File: config.mk
export PLATFORM = sky130hd
export DESIGN_NAME = led_blink_ctrl_flat
export DESIGN_NICKNAME = d
export VERILOG_FILES = /design/src/rtl/led_blink_if.sv /design/src/rtl/led_blink_ctrl.sv /design/src/flat_wrapper.sv
export SDC_FILE = /design/constraint.sdc
export NUM_CORES = 1
export LEC_CHECK = 0
export CORE_MARGIN = 1.5
export CORE_UTILIZATION = 54
export DETAILED_ROUTE_END_ITERATION = 10
export GPL_TIMING_DRIVEN = 0
export PLACE_DENSITY = 0.75
export SLEW_MARGIN = 20
export SYNTH_ARGS = -nofsm -noshare
export SYNTH_HDL_FRONTEND = slang
export SYNTH_SLANG_ARGS = --single-unit
export TNS_END_PERCENT = 50
File: constraint.sdc
create_clock -name clk -period 2.1 [get_ports clk]
set_input_delay 0.42 -clock clk [delete_from_list [all_inputs] [get_ports clk]]
set_output_delay 0.42 -clock clk [all_outputs]
set_load 0.03 [all_outputs]
File: src/rtl/led_blink_if.sv
// Event/level bundle between the game-result logic and the LED blink controller.
// The master drives the trigger pulses and the controller (slave) drives the light-stage levels.
interface led_blink_if;
    logic trig_win;
    logic trig_lose;
    logic blink;
    logic clk_blink;
    logic on;
    logic busy;

    modport master (
        output trig_win, trig_lose,
        input  blink, clk_blink, on, busy
    );

    modport slave (
        input  trig_win, trig_lose,
        output blink, clk_blink, on, busy
    );
endinterface

File: src/rtl/led_blink_ctrl.sv
// Turns one-cycle win/lose pulses into blink, clk_blink and on levels for the 8-LED light stage.
// A win gives a timed blink burst and a loss gives a solid-on hold; the block is idle between events.
module led_blink_ctrl #(
    parameter int HALF_PERIOD = 12_500_000,
    parameter int BLINKS      = 4,
    parameter int HOLD_HALVES = 4
) (
    input  logic        clk,
    input  logic        rst,
    led_blink_if.slave  ctrlIf
);

    localparam int PW = (HALF_PERIOD > 1) ? $clog2(HALF_PERIOD) : 1;
    localparam logic [PW-1:0] PRESC_LAST = PW'(HALF_PERIOD - 1);
    localparam logic [7:0]    WIN_HALVES = 8'(2 * BLINKS);
    localparam logic [7:0]    LOSE_HALVES = 8'(HOLD_HALVES);

    typedef enum logic [1:0] {
        IDLE = 2'd0,
        WIN  = 2'd1,
        LOSE = 2'd2
    } state_t;

    state_t         state_q, state_d;
    logic [PW-1:0]  presc_q, presc_d;
    logic [7:0]     halfCnt_q, halfCnt_d;
    logic           blink_q, blink_d;
    logic           clkBlink_q, clkBlink_d;
    logic           on_q, on_d;
    logic           busy_q, busy_d;

    logic           tick;
    logic [7:0]     halfInc;

    assign tick    = (presc_q == PRESC_LAST);
    assign halfInc = halfCnt_q + 8'd1;

    always_ff @(posedge clk or posedge rst) begin
        if (rst) begin
            state_q    <= IDLE;
            presc_q    <= '0;
            halfCnt_q  <= '0;
            blink_q    <= 1'b0;
            clkBlink_q <= 1'b0;
            on_q       <= 1'b0;
            busy_q     <= 1'b0;
        end else begin
            state_q    <= state_d;
            presc_q    <= presc_d;
            halfCnt_q  <= halfCnt_d;
            blink_q    <= blink_d;
            clkBlink_q <= clkBlink_d;
            on_q       <= on_d;
            busy_q     <= busy_d;
        end
    end

    always_comb begin
        state_d    = state_q;
        presc_d    = presc_q;
        halfCnt_d  = halfCnt_q;
        blink_d    = blink_q;
        clkBlink_d = clkBlink_q;

        case (state_q)
            IDLE: begin
                presc_d   = '0;
                halfCnt_d = '0;
                if (ctrlIf.trig_win) begin
                    state_d    = WIN;
                    blink_d    = 1'b1;
                    clkBlink_d = 1'b1;
                end else if (ctrlIf.trig_lose) begin
                    state_d    = LOSE;
                    blink_d    = 1'b1;
                    clkBlink_d = 1'b1;
                end
            end

            WIN: begin
                if (tick) begin
                    presc_d    = '0;
                    halfCnt_d  = halfInc;
                    clkBlink_d = ~clkBlink_q;
                    if (halfInc == WIN_HALVES) begin
                        state_d    = IDLE;
                        blink_d    = 1'b0;
                        clkBlink_d = 1'b0;
                    end
                end else begin
                    presc_d = presc_q + PW'(1);
                end
            end

            LOSE: begin
                if (tick) begin
                    presc_d   = '0;
                    halfCnt_d = halfInc;
                    if (halfInc == LOSE_HALVES) begin
                        state_d    = IDLE;
                        blink_d    = 1'b0;
                        clkBlink_d = 1'b0;
                    end
                end else begin
                    presc_d = presc_q + PW'(1);
                end
            end

            default: begin
                state_d    = IDLE;
                presc_d    = '0;
                halfCnt_d  = '0;
                blink_d    = 1'b0;
                clkBlink_d = 1'b0;
            end
        endcase
    end

    // One toggle per edge where either level changes, even if both change together.
    always_comb begin
        on_d   = on_q ^ ((blink_d != blink_q) | (clkBlink_d != clkBlink_q));
        busy_d = (state_d != IDLE);
    end

    assign ctrlIf.blink     = blink_q;
    assign ctrlIf.clk_blink = clkBlink_q;
    assign ctrlIf.on        = on_q;
    assign ctrlIf.busy      = busy_q;

endmodule

File: src/flat_wrapper.sv
// flat-port wrapper written by rule: the top's interface ports become plain ports
module led_blink_ctrl_flat 
#(
    parameter int HALF_PERIOD = 12_500_000,
    parameter int BLINKS      = 4,
    parameter int HOLD_HALVES = 4
)
  (clk, rst, ctrlIf_trig_win, ctrlIf_trig_lose, ctrlIf_blink, ctrlIf_clk_blink, ctrlIf_on, ctrlIf_busy);
  led_blink_if ctrlIf_i ();
  input  logic clk;
  input  logic rst;
  input wire logic [$bits(ctrlIf_i.trig_win)-1:0] ctrlIf_trig_win;
  input wire logic [$bits(ctrlIf_i.trig_lose)-1:0] ctrlIf_trig_lose;
  output wire logic [$bits(ctrlIf_i.blink)-1:0] ctrlIf_blink;
  output wire logic [$bits(ctrlIf_i.clk_blink)-1:0] ctrlIf_clk_blink;
  output wire logic [$bits(ctrlIf_i.on)-1:0] ctrlIf_on;
  output wire logic [$bits(ctrlIf_i.busy)-1:0] ctrlIf_busy;
  assign ctrlIf_i.trig_win = ctrlIf_trig_win;
  assign ctrlIf_i.trig_lose = ctrlIf_trig_lose;
  assign ctrlIf_blink = ctrlIf_i.blink;
  assign ctrlIf_clk_blink = ctrlIf_i.clk_blink;
  assign ctrlIf_on = ctrlIf_i.on;
  assign ctrlIf_busy = ctrlIf_i.busy;
  led_blink_ctrl #(.HALF_PERIOD(HALF_PERIOD), .BLINKS(BLINKS), .HOLD_HALVES(HOLD_HALVES)) u_core (.clk(clk), .rst(rst), .ctrlIf(ctrlIf_i));
endmodule
==> impl_metrics.env, run 1 <==
export IMPL_status="finished with violations"
export IMPL_violations="setup timing"
export IMPL_chipHeight_microns=66.68
export IMPL_synthCells=229
export IMPL_number_of_antenna_violations_at_the_first_check_in_global_routing=0
export IMPL_synth_top_area_share=0.4343
export IMPL_synth_area_sq_um=2190
export IMPL_cp_required_ns=2.29
export IMPL_synth_sequential_area_ratio=0.4343
export IMPL_gr_total_overflow=0
export IMPL_final_setup_vio_count=5
export IMPL_design_area_sq_um=2715
export IMPL_synthDistinctLibCells=46
export IMPL_synthTopCellsByCount="sky130_fd_sc_hd__dfrtp_1, sky130_fd_sc_hd__nor2_1, sky130_fd_sc_hd__nand2_1, sky130_fd_sc_hd__xor2_1, sky130_fd_sc_hd__xnor2_1"
export IMPL_detail_route_iter0_violations=162
export IMPL_yosys_warnings=0
export IMPL_total_leakage_power_nw=1.205
export IMPL_cts_inserted_buffers=5
export IMPL_layout_setup_ws_ns=-0.1625
export IMPL_cap_viol_max_count=0
export IMPL_global_route_usage_total=0.2374
export IMPL_power_per_cell_area_nw_per_um2=518.1
export IMPL_cts_hold_buffers_added=0
export IMPL_io_pins=8
export IMPL_synth_top_flop_cell="sky130_fd_sc_hd__dfrtp_1"
export IMPL_core_rowCount=22
export IMPL_dpl_cells=285
export IMPL_grt_pass1_vias=1734
export IMPL_max_clock_freq_ghz=0.4420
export IMPL_die_wd_microns=66.68
export IMPL_clock_skew_ns=0.01759
export IMPL_reg2reg_setup_slack_ns=-0.16
export IMPL_clkSlewWorstSetupHoldPaths_ns=0.09
export IMPL_n_fill_cell=254
export IMPL_final_max_slew_viol_count=0
export IMPL_synth_area_leaders="sky130_fd_sc_hd__dfrtp_1, sky130_fd_sc_hd__xor2_1, sky130_fd_sc_hd__nor2_1, sky130_fd_sc_hd__xnor2_1, sky130_fd_sc_hd__ha_1"
export IMPL_detail_route_drc_violations=0
export IMPL_clk_path_buf_depth=2
export IMPL_place_area_sq_um=2345
export IMPL_grt_first_pass_wirelength_mm=7.935
export IMPL_post_synth_top_count_cell="sky130_fd_sc_hd__dfrtp_1"
export IMPL_totalPowerFinal_mw=1.407
export IMPL_place_hpwl_mm=2.809
export IMPL_route_antenna_remaining_nets=0
export IMPL_drt_total_wl_mm=5.082
export IMPL_final_layout_size_suffix_gt1_frac=0.2278
export IMPL_worstSetupStartpointType="flop"
export IMPL_timing_final_crit_share=1.077
export IMPL_setup_repair_after_global_routing_missed_its_margin="yes"
export IMPL_ir_drop_mv=0.2869
export IMPL_worstMarginPinSlew_ns=0.4304
export IMPL_average_detailed_routed_wire_length_per_instance_microns=16.55
export IMPL_synthToLayoutAreaGrowth_pct=24.00
export IMPL_layout_min_cycle_time_ns=2.263
export IMPL_detail_route_vias_per_cell=5.782
export IMPL_path_max_fanout=8
export IMPL_core_sq_um=3771
export IMPL_synth_seq_cells=38
export IMPL_synth_async_reset_ratio=1.000
export IMPL_dieArea_sq_um=4446
export IMPL_design_final_nets=269
export IMPL_finalHoldViolations=0
export IMPL_synth_edff_count=0
export IMPL_port_buffers=7
export IMPL_cts_num_sinks=38
export IMPL_worstHoldPathType="in2async"
export IMPL_critPathCaptureType="flop"
export IMPL_gp_congestion=0.8233
export IMPL_cp_arrival_ns=2.45
export IMPL_antenna_cells=0
export IMPL_initial_utilization=0.5806
export IMPL_timing_slew_headroom=0.7118
export IMPL_drt_pass1_iter_count=4
export IMPL_cts_tree="built"
export IMPL_synth_top_cell_by_area="sky130_fd_sc_hd__dfrtp_1"
export IMPL_ff_latch_area_sq_um=955.9
export IMPL_multiInputGateArea_sq_um=1255
export IMPL_route_vias_total=1775
export IMPL_grt_max_degree=28
export IMPL_syn_area_per_cell_sq_um=9.562
export IMPL_cts_htree_levels=2
export IMPL_synth_nets=240
export IMPL_clock_root_buffer="sky130_fd_sc_hd__clkbuf_8"
export IMPL_final_cells=307
export IMPL_worstSetupPathType="reg2reg"
export IMPL_worst_skew_pair_late_latency_ns=0.31
==> layout make-up <==
type                       instances  area share
inverter                          10     0.01382
timing repair buffer              23     0.08341
sequential                        38      0.3521
clock inverter                     3     0.01475
clock buffer                       5     0.02535
multi-input combinational        172      0.4622
tap                               48     0.02212
buffer                             8     0.02627
==> worst paths after layout <==
path,end,startpoint,cells past startpoint
setup / recovery,u_core.ctrlIf.on,u_core.halfCnt_q[1],8
hold / removal,u_core.presc_q[8],rst,2
setup reg to reg,u_core.ctrlIf.on,u_core.halfCnt_q[1],8
hold reg to reg,u_core.ctrlIf.on,u_core.ctrlIf.on,1
max in group asynchronous,u_core.halfCnt_q[6],rst,3
min in group clk,u_core.ctrlIf.on,u_core.ctrlIf.on,1
==> repair_timing <==
| item | 4_1_cts | 5_1_grt |
|---|---|---|
| pin swaps | 2 | 10 |
| buffers inserted | 9 | 5 |
| gates resized for setup | 6 | 31 |
| setup endpoints to repair | 34 | 35 |
| hold endpoints to repair | 0 | 0 |
| gates cloned | 1 | 0 |
==> sequential cells by signal, indices dropped and copies added, names as in the netlist <==
register,flops
u_core.halfCnt_q,8
u_core.ctrlIf.blink,1
u_core.state_q,2
u_core.ctrlIf.busy,1
u_core.ctrlIf.on,1
u_core.presc_q,24
u_core.ctrlIf.clk_blink,1
==> cell families after synthesis <==
kind of cell / after synthesis / synth area share
flops: 38 / 0.4343
compound gates: 27 / 0.09543
simple gates: 105 / 0.2583
xor+xnor: 31 / 0.1240
fa+ha+maj: 7 / 0.04000
buf+inv: 19 / 0.03886
mux: 2 / 0.009143
==> report_power, final <==
| part | switching [mW] | internal (mW) |
|---|---|---|
| Clock | 0.298 | 0.350 |
| Sequential | 0 | 0.731 |
| Combinational | 0.0181 | 0.00928 |
==> placed cells by master (no fill, tap or decap), types with 2 or more instances in the layout <==
cell type	n
sky130_fd_sc_hd__or4_4	2
sky130_fd_sc_hd__nand3_1	9
sky130_fd_sc_hd__ha_4	2
sky130_fd_sc_hd__nor2_1	34
sky130_fd_sc_hd__clkbuf_8	5
sky130_fd_sc_hd__xnor2_1	13
sky130_fd_sc_hd__and4_1	2
sky130_fd_sc_hd__o31ai_1	2
sky130_fd_sc_hd__and2_1	9
sky130_fd_sc_hd__buf_6	4
sky130_fd_sc_hd__inv_1	9
sky130_fd_sc_hd__a21boi_0	2
sky130_fd_sc_hd__nand2_2	4
sky130_fd_sc_hd__clkdlybuf4s50_1	7
sky130_fd_sc_hd__nand4_1	10
sky130_fd_sc_hd__nor4_4	2
sky130_fd_sc_hd__clkinv_2	2
sky130_fd_sc_hd__dfrtp_1	34
sky130_fd_sc_hd__nand2_1	14
sky130_fd_sc_hd__o21ai_0	3
sky130_fd_sc_hd__nor3_1	2
sky130_fd_sc_hd__dfrtp_2	4
sky130_fd_sc_hd__ha_1	5
sky130_fd_sc_hd__o211ai_1	3
sky130_fd_sc_hd__buf_4	15
sky130_fd_sc_hd__xor2_1	18
sky130_fd_sc_hd__and3_1	5
sky130_fd_sc_hd__a21oi_1	4
sky130_fd_sc_hd__nor3b_1	2
sky130_fd_sc_hd__mux2i_1	2
==> stage by stage <==
stage	setup TNS (ns)	hold slack, ns	setup WS [ns]	utilization
after CTS	-0.4194	0.3827	-0.1356	0.6812
after global placement	-5.560	0.4543	-0.2677	0.6165
final	-0.3034	0.3585	-0.1625	0.7200
after floorplan	-0.04243	0.4479	-0.04243	-
after global routing	-1.060	0.3915	-0.2720	0.7200
after detailed placement	-4.834	0.4565	-0.2960	0.6218
==> critical path: stages (launching register included) <==
cell and delay (ns):
sky130_fd_sc_hd__dfrtp_2 0.49, sky130_fd_sc_hd__ha_4 0.18, sky130_fd_sc_hd__buf_4 0.16, sky130_fd_sc_hd__a311o_2 0.34, sky130_fd_sc_hd__a222oi_1 0.28, sky130_fd_sc_hd__buf_4 0.19
sky130_fd_sc_hd__mux2i_1 0.22, sky130_fd_sc_hd__o221ai_2 0.12, sky130_fd_sc_hd__xor2_1 0.16
==> metal layers <==
layer | routed length (microns) | global-route usage
met1 | 2256 | 0.3050
met5 | 0 | 0
met2 | 2503 | 0.3813
met4 | 118 | 0.1224
met3 | 203 | 0.04223
Note: power is estimated with default switching activity, not from simulation.
==> run 2, diff against run 1 <==
--- a/config.mk
+++ b/config.mk
@@ -9,7 +9,7 @@
 export CORE_UTILIZATION = 54
 export DETAILED_ROUTE_END_ITERATION = 10
 export GPL_TIMING_DRIVEN = 0
-export PLACE_DENSITY = 0.75
+export PLACE_DENSITY_LB_ADDON = 0.08
 export SLEW_MARGIN = 20
 export SYNTH_ARGS = -nofsm -noshare
 export SYNTH_HDL_FRONTEND = slang
==> run 2 against run 1 <==
Compared with the run above: the flow still finishes with violations (setup timing); register-to-register slack is essentially flat; cell count grew 2.3%; critical endpoint unchanged; largest cell class unchanged; critical path depth stayed put; final area up 0.78%; via count grew 2.0%.
==> impl_metrics.env, run 2 (synthesis gave the netlist of run 1 again) <==
export IMPL_place_hpwl_mm=2.855
export IMPL_power_per_cell_area_nw_per_um2=467.1
export IMPL_timing_slew_headroom=0.4728
export IMPL_crit_chain="ha_2 -> nand2_2 -> or4_4 -> a222oi_1 -> buf_4 -> mux2i_1 -> o221ai_2 -> xor2_1"
export IMPL_detail_route_drc_violations=0
export IMPL_design_final_nets=276
export IMPL_most_common_cell_after_layout_fill_and_taps_aside="sky130_fd_sc_hd__dfrtp_1"
export IMPL_crit_reg2reg_launch="u_core.halfCnt_q[1]"
export IMPL_timing_rr_end="u_core.ctrlIf.on"
export IMPL_cp_arrival_ns=2.41
export IMPL_grt_pass1_vias=1757
export IMPL_detail_route_iter0_violations=152
export IMPL_final_cells=314
export IMPL_core_rowCount=22
export IMPL_postLayoutCoreUtil=0.7256
export IMPL_core_sq_um=3771
export IMPL_detail_route_vias_per_cell=5.768
export IMPL_worstMarginPinSlew_ns=0.7897
export IMPL_cts_htree_levels=2
export IMPL_drt_total_wl_mm=5.079
export IMPL_cts_tree="built"
export IMPL_grt_max_degree=39
export IMPL_worstHoldPathType="reg2reg"
export IMPL_dpl_cells=284
export IMPL_gr_total_overflow=0
export IMPL_detail_route_wirelength_met1_mm=2.382
export IMPL_setup_worst_path_start="u_core.halfCnt_q[1]"
export IMPL_cp_required_ns=2.27
export IMPL_worst_r2r_cell_count=8
export IMPL_max_clock_freq_ghz=0.4449
export IMPL_cp_depth=8
export IMPL_clkSlewWorstSetupHoldPaths_ns=0.08
export IMPL_layout_min_cycle_time_ns=2.248
export IMPL_final_layout_size_suffix_gt1_frac=0.2331
export IMPL_route_antenna_remaining_nets=0
export IMPL_cap_viol_max_count=0
export IMPL_worst_skew_pair_late_latency_ns=0.29
export IMPL_global_route_usage_total=0.2379
export IMPL_die_wd_microns=66.68
export IMPL_final_max_slew_viol_count=0
export IMPL_dieArea_sq_um=4446
export IMPL_layout_setup_ws_ns=-0.1477
export IMPL_port_buffers=7
export IMPL_largest_reg_flops=24
export IMPL_dr_wl_met2_mm=2.448
export IMPL_detailroute_wirelength_met3_microns=171
export IMPL_cts_num_sinks=38
export IMPL_registers_top_by_ff_count="u_core.presc_q"
export IMPL_total_leakage_power_nw=1.234
export IMPL_route_vias_total=1811
export IMPL_clock_root_buffer="sky130_fd_sc_hd__clkbuf_8"
export IMPL_timing_final_crit_share=1.070
export IMPL_worstSetupPathType="reg2reg"
export IMPL_timing_critical_path_slowest_stage_cell="sky130_fd_sc_hd__dfrtp_1"
export IMPL_critPathBufInv=1
export IMPL_path_max_fanout=4
export IMPL_gp_congestion=0.9426
export IMPL_ir_drop_mv=0.4679
export IMPL_violations="setup timing"
export IMPL_cp_slowest_stage_delay_ns=0.43
export IMPL_average_detailed_routed_wire_length_per_instance_microns=16.18
export IMPL_setup_repair_after_global_routing_missed_its_margin="yes"
export IMPL_antenna_cells=0
export IMPL_setup_total_negative_slack_ns=-0.5191
export IMPL_chipHeight_microns=66.68
export IMPL_clk_path_buf_depth=2
export IMPL_critPathCaptureType="flop"
export IMPL_status="finished with violations"
export IMPL_finalHoldViolations=0
export IMPL_reg_largest_list="u_core.presc_q x24, u_core.halfCnt_q x8, u_core.state_q x2"
export IMPL_worst_setup_path_endpoint="u_core.ctrlIf.on"
export IMPL_most_common_layout_cells="sky130_fd_sc_hd__dfrtp_1, sky130_fd_sc_hd__nor2_1, sky130_fd_sc_hd__xor2_1"
export IMPL_worstSetupStartpointType="flop"
export IMPL_top_signal_layer_used="met4"
export IMPL_drt_pass1_iter_count=4
export IMPL_grt_first_pass_wirelength_mm=7.983
export IMPL_totalPowerFinal_mw=1.278
export IMPL_n_fill_cell=269
export IMPL_synthToLayoutAreaGrowth_pct=24.97
export IMPL_initial_utilization=0.5806
export IMPL_io_pins=8
export IMPL_cp_top_family="simple AND/OR/NAND/NOR gates"
export IMPL_cts_inserted_buffers=5
export IMPL_reg2reg_setup_slack_ns=-0.15
export IMPL_number_of_antenna_violations_at_the_first_check_in_global_routing=0
export IMPL_clock_skew_ns=0.007475
export IMPL_final_setup_vio_count=11
-- run 2: changes by cell type in the layout (fill, tap and decap cells not counted), sizes merged --
cell / before / now
clkbuf: 6 / 8
buf: 23 / 30
bufinv: 1 / 0
clkinv: 2 / 1
-- run 2: power breakdown --
group / switching (mW) / internal, mW / total [mW]
clock: 0.260 / 0.265 / 0.525
combinational: 0.0165 / 0.00550 / 0.0220
sequential: 0 / 0.731 / 0.731
-- run 2: how the worst min path moves through the flow --
stage,from,endpoint,slack [ns],cells after the start
after floorplan,u_core.presc_q[0],u_core.presc_q[0],0.45,1
after global placement,u_core.ctrlIf.on,u_core.ctrlIf.on,0.46,1
after detailed placement,u_core.ctrlIf.on,u_core.ctrlIf.on,0.46,1
after CTS,u_core.ctrlIf.on,u_core.ctrlIf.on,0.48,1
after global routing,u_core.ctrlIf.on,u_core.ctrlIf.on,0.50,1
final,u_core.ctrlIf.on,u_core.ctrlIf.on,0.48,1
-- run 2: repair_timing --
action / CTS / global route
setup endpoints to repair: 33 / 35
hold buffers: 0 / 0
pin swaps: 7 / 14
cloned: 1 / 2
endpoints found under the hold margin: 0 / 0
setup buffers: 12 / 8
gates resized for setup: 14 / 26
-- run 2: cell type report --
class	count	area, sq um	area share
inverter	10	40.04	0.01463
multi-input combinational	172	1217	0.4449
sequential	38	954.7	0.3489
tap	48	60.06	0.02195
timing repair buffer	30	297.8	0.1088
buffer	8	75.07	0.02743
clock buffer	7	86.33	0.03155
clock inverter	1	5.005	0.001829
-- run 2: metal layers --
layer / GRT usage / vias up
li1: - / 863
met1: 0.3137 / 901
met2: 0.3800 / 37
met3: 0.04899 / 10
met4: 0.09949 / 0
met5: 0 / -
-- run 2: metrics by stage --
step	cell area, sq um	hold slack [ns]	setup slack, ns
floorplan	2195	0.4479	-0.04243
global placement	2325	0.4573	-0.2511
detailed placement	2325	0.4632	-0.3068
CTS	2566	0.4784	-0.1080
global route	2736	0.4978	-0.2150
finish	2736	0.4764	-0.1477
==> run 3, diff against run 2 <==
--- a/config.mk
+++ b/config.mk
@@ -5,7 +5,6 @@
 export SDC_FILE = /design/constraint.sdc
 export NUM_CORES = 1
 export LEC_CHECK = 0
-export CORE_MARGIN = 1.5
 export CORE_UTILIZATION = 54
 export DETAILED_ROUTE_END_ITERATION = 10
 export GPL_TIMING_DRIVEN = 0
==> run 3 against run 2 <==
Compared with the run above: highest routed layer unchanged; largest cell class unchanged; global-route usage increased by 0.70 points; critical path type unchanged; register-to-register slack got worse by 0.05 ns; routed wire length decreased by 6.5%; hold slack improved by 0.011 ns; largest power group unchanged; the flow still finishes with violations (setup timing); clock skew about the same.
==> impl_metrics.env, run 3 (synthesis gave the netlist of run 1 again) <==
export IMPL_layout_min_cycle_time_ns=2.295
export IMPL_detail_route_vias_per_cell=5.736
export IMPL_antenna_cells=0
export IMPL_gr_total_overflow=0
export IMPL_route_antenna_remaining_nets=0
export IMPL_largest_reg_flops=24
export IMPL_average_detailed_routed_wire_length_per_instance_microns=15.28
export IMPL_timing_slew_headroom=0.4764
export IMPL_io_pins=8
export IMPL_worstSetupPathType="reg2reg"
export IMPL_most_common_cell_after_layout_fill_and_taps_aside="sky130_fd_sc_hd__dfrtp_1"
export IMPL_number_of_antenna_violations_at_the_first_check_in_global_routing=0
export IMPL_cts_htree_levels=2
export IMPL_cp_required_ns=2.27
export IMPL_core_sq_um=3771
export IMPL_cts_tree="built"
export IMPL_reg_largest_list="u_core.presc_q x24, u_core.halfCnt_q x8, u_core.state_q x2"
export IMPL_critPathBufInv=2
export IMPL_place_hpwl_mm=2.921
export IMPL_route_vias_total=1784
export IMPL_detail_route_iter0_violations=177
export IMPL_port_buffers=7
export IMPL_grt_max_degree=39
export IMPL_final_layout_size_suffix_gt1_frac=0.2319
export IMPL_grt_pass1_vias=1784
export IMPL_chipHeight_microns=65.68
export IMPL_worstSetupStartpointType="flop"
export IMPL_die_wd_microns=65.68
export IMPL_timing_final_crit_share=1.093
export IMPL_gp_congestion=0.9374
export IMPL_cp_top_family="simple AND/OR/NAND/NOR gates"
export IMPL_worstMarginPinSlew_ns=0.7842
export IMPL_cts_inserted_buffers=5
export IMPL_detail_route_drc_violations=0
export IMPL_clk_path_buf_depth=2
export IMPL_worst_skew_pair_late_latency_ns=0.29
export IMPL_final_setup_vio_count=6
export IMPL_ir_drop_mv=0.4197
export IMPL_worstHoldPathType="reg2reg"
export IMPL_final_max_slew_viol_count=0
export IMPL_drt_total_wl_mm=4.751
export IMPL_grt_first_pass_wirelength_mm=8.045
export IMPL_setup_repair_after_global_routing_missed_its_margin="yes"
export IMPL_cts_hold_buffers_added=0
export IMPL_initial_utilization=0.5806
export IMPL_final_cells=311
export IMPL_finalHoldViolations=0
export IMPL_global_route_usage_total=0.2449
export IMPL_clock_skew_ns=0.007359
export IMPL_dpl_cells=284
export IMPL_max_clock_freq_ghz=0.4358
export IMPL_synthToLayoutAreaGrowth_pct=23.20
export IMPL_core_rowCount=22
export IMPL_design_final_nets=273
export IMPL_totalPowerFinal_mw=1.285
export IMPL_cp_slowest_stage_delay_ns=0.52
export IMPL_cap_viol_max_count=0
export IMPL_timing_critical_path_slowest_stage_cell="sky130_fd_sc_hd__or4_4"
export IMPL_layout_setup_ws_ns=-0.1947
export IMPL_critPathCaptureType="flop"
export IMPL_clock_root_buffer="sky130_fd_sc_hd__clkbuf_8"
export IMPL_dieArea_sq_um=4313
export IMPL_clkSlewWorstSetupHoldPaths_ns=0.08
export IMPL_status="finished with violations"
export IMPL_violations="setup timing"
export IMPL_power_per_cell_area_nw_per_um2=476.3
export IMPL_drt_pass1_iter_count=4
export IMPL_most_common_layout_cells="sky130_fd_sc_hd__dfrtp_1, sky130_fd_sc_hd__nor2_1, sky130_fd_sc_hd__buf_4"
export IMPL_path_max_fanout=9
export IMPL_total_leakage_power_nw=1.198
export IMPL_cp_arrival_ns=2.46
export IMPL_crit_chain="buf_6 -> nand3_4 -> or4_4 -> a222oi_1 -> buf_4 -> mux2i_1 -> o221ai_2 -> xor2_1"
export IMPL_cts_num_sinks=38
export IMPL_registers_top_by_ff_count="u_core.presc_q"
[run 3: cell types whose count changed in the layout (fill, tap and decap cells not counted), sizes merged]
cell,delta
clkbuf,-1
buf,-3
clkinvlp,+1
[run 3: report_power, final]
group	switching (mW)	leakage, nW	total [mW]	internal [mW]
Sequential	0	0.487	0.731	0.731
Clock	0.268	0.0472	0.532	0.264
Combinational	0.0166	0.663	0.0221	0.00550
[run 3: final timing paths]
| check | from | endpoint | slack (ns) | depth (start not counted) |
|---|---|---|---|---|
| max | u_core.halfCnt_q[3] | u_core.ctrlIf.on | -0.19 | 8 |
| max in group asynchronous | rst | u_core.presc_q[8] | 0.95 | 2 |
| min | u_core.ctrlIf.on | u_core.ctrlIf.on | 0.49 | 1 |
| min reg2reg | u_core.ctrlIf.on | u_core.ctrlIf.on | 0.49 | 1 |
| min in group asynchronous | rst | u_core.halfCnt_q[1] | 0.59 | 2 |
| max reg2reg | u_core.halfCnt_q[3] | u_core.ctrlIf.on | -0.19 | 8 |
[run 3: routing by layer]
| layer | wire length (microns) | GRT usage | share of wire |
|---|---|---|---|
| met1 | 2241 | 0.3248 | 0.47 |
| met4 | 99 | 0.08152 | 0.021 |
| met3 | 132 | 0.04167 | 0.028 |
| met2 | 2278 | 0.4018 | 0.48 |
| met5 | 0 | 0 | 0 |
[run 3: repair_timing]
action                                  CTS  global route
gates resized for setup                  14            18
endpoints found under the setup margin   33            32
pin swaps                                 4             9
gates cloned                              1             0
setup buffers                            15             5
[run 3: layout make-up]
cell class	instances	area, sq um
Fill cell	266	1074
Clock inverter	2	12.51
Tap cell	48	60.06
Multi-Input combinational cell	172	1232
Timing Repair Buffer	28	251.5
Buffer	7	67.56
Inverter	10	37.54
Clock buffer	6	82.58
Sequential cell	38	953.4
[run 3: per-stage QoR]
stage               instance area [sq um]  TNS (ns)    util  setup WS (ns)  hold WS (ns)
finish                               2698   -0.5688  0.7153        -0.1947        0.4876
global route                         2698    -1.396  0.7153        -0.2857        0.5109
CTS                                  2590   -0.2089  0.6868        -0.1094        0.4830
floorplan                            2195  -0.04243       -       -0.04243        0.4479
detailed placement                   2325    -4.083  0.6165        -0.2740        0.4689
global placement                     2325    -3.155  0.6165        -0.2513        0.4574
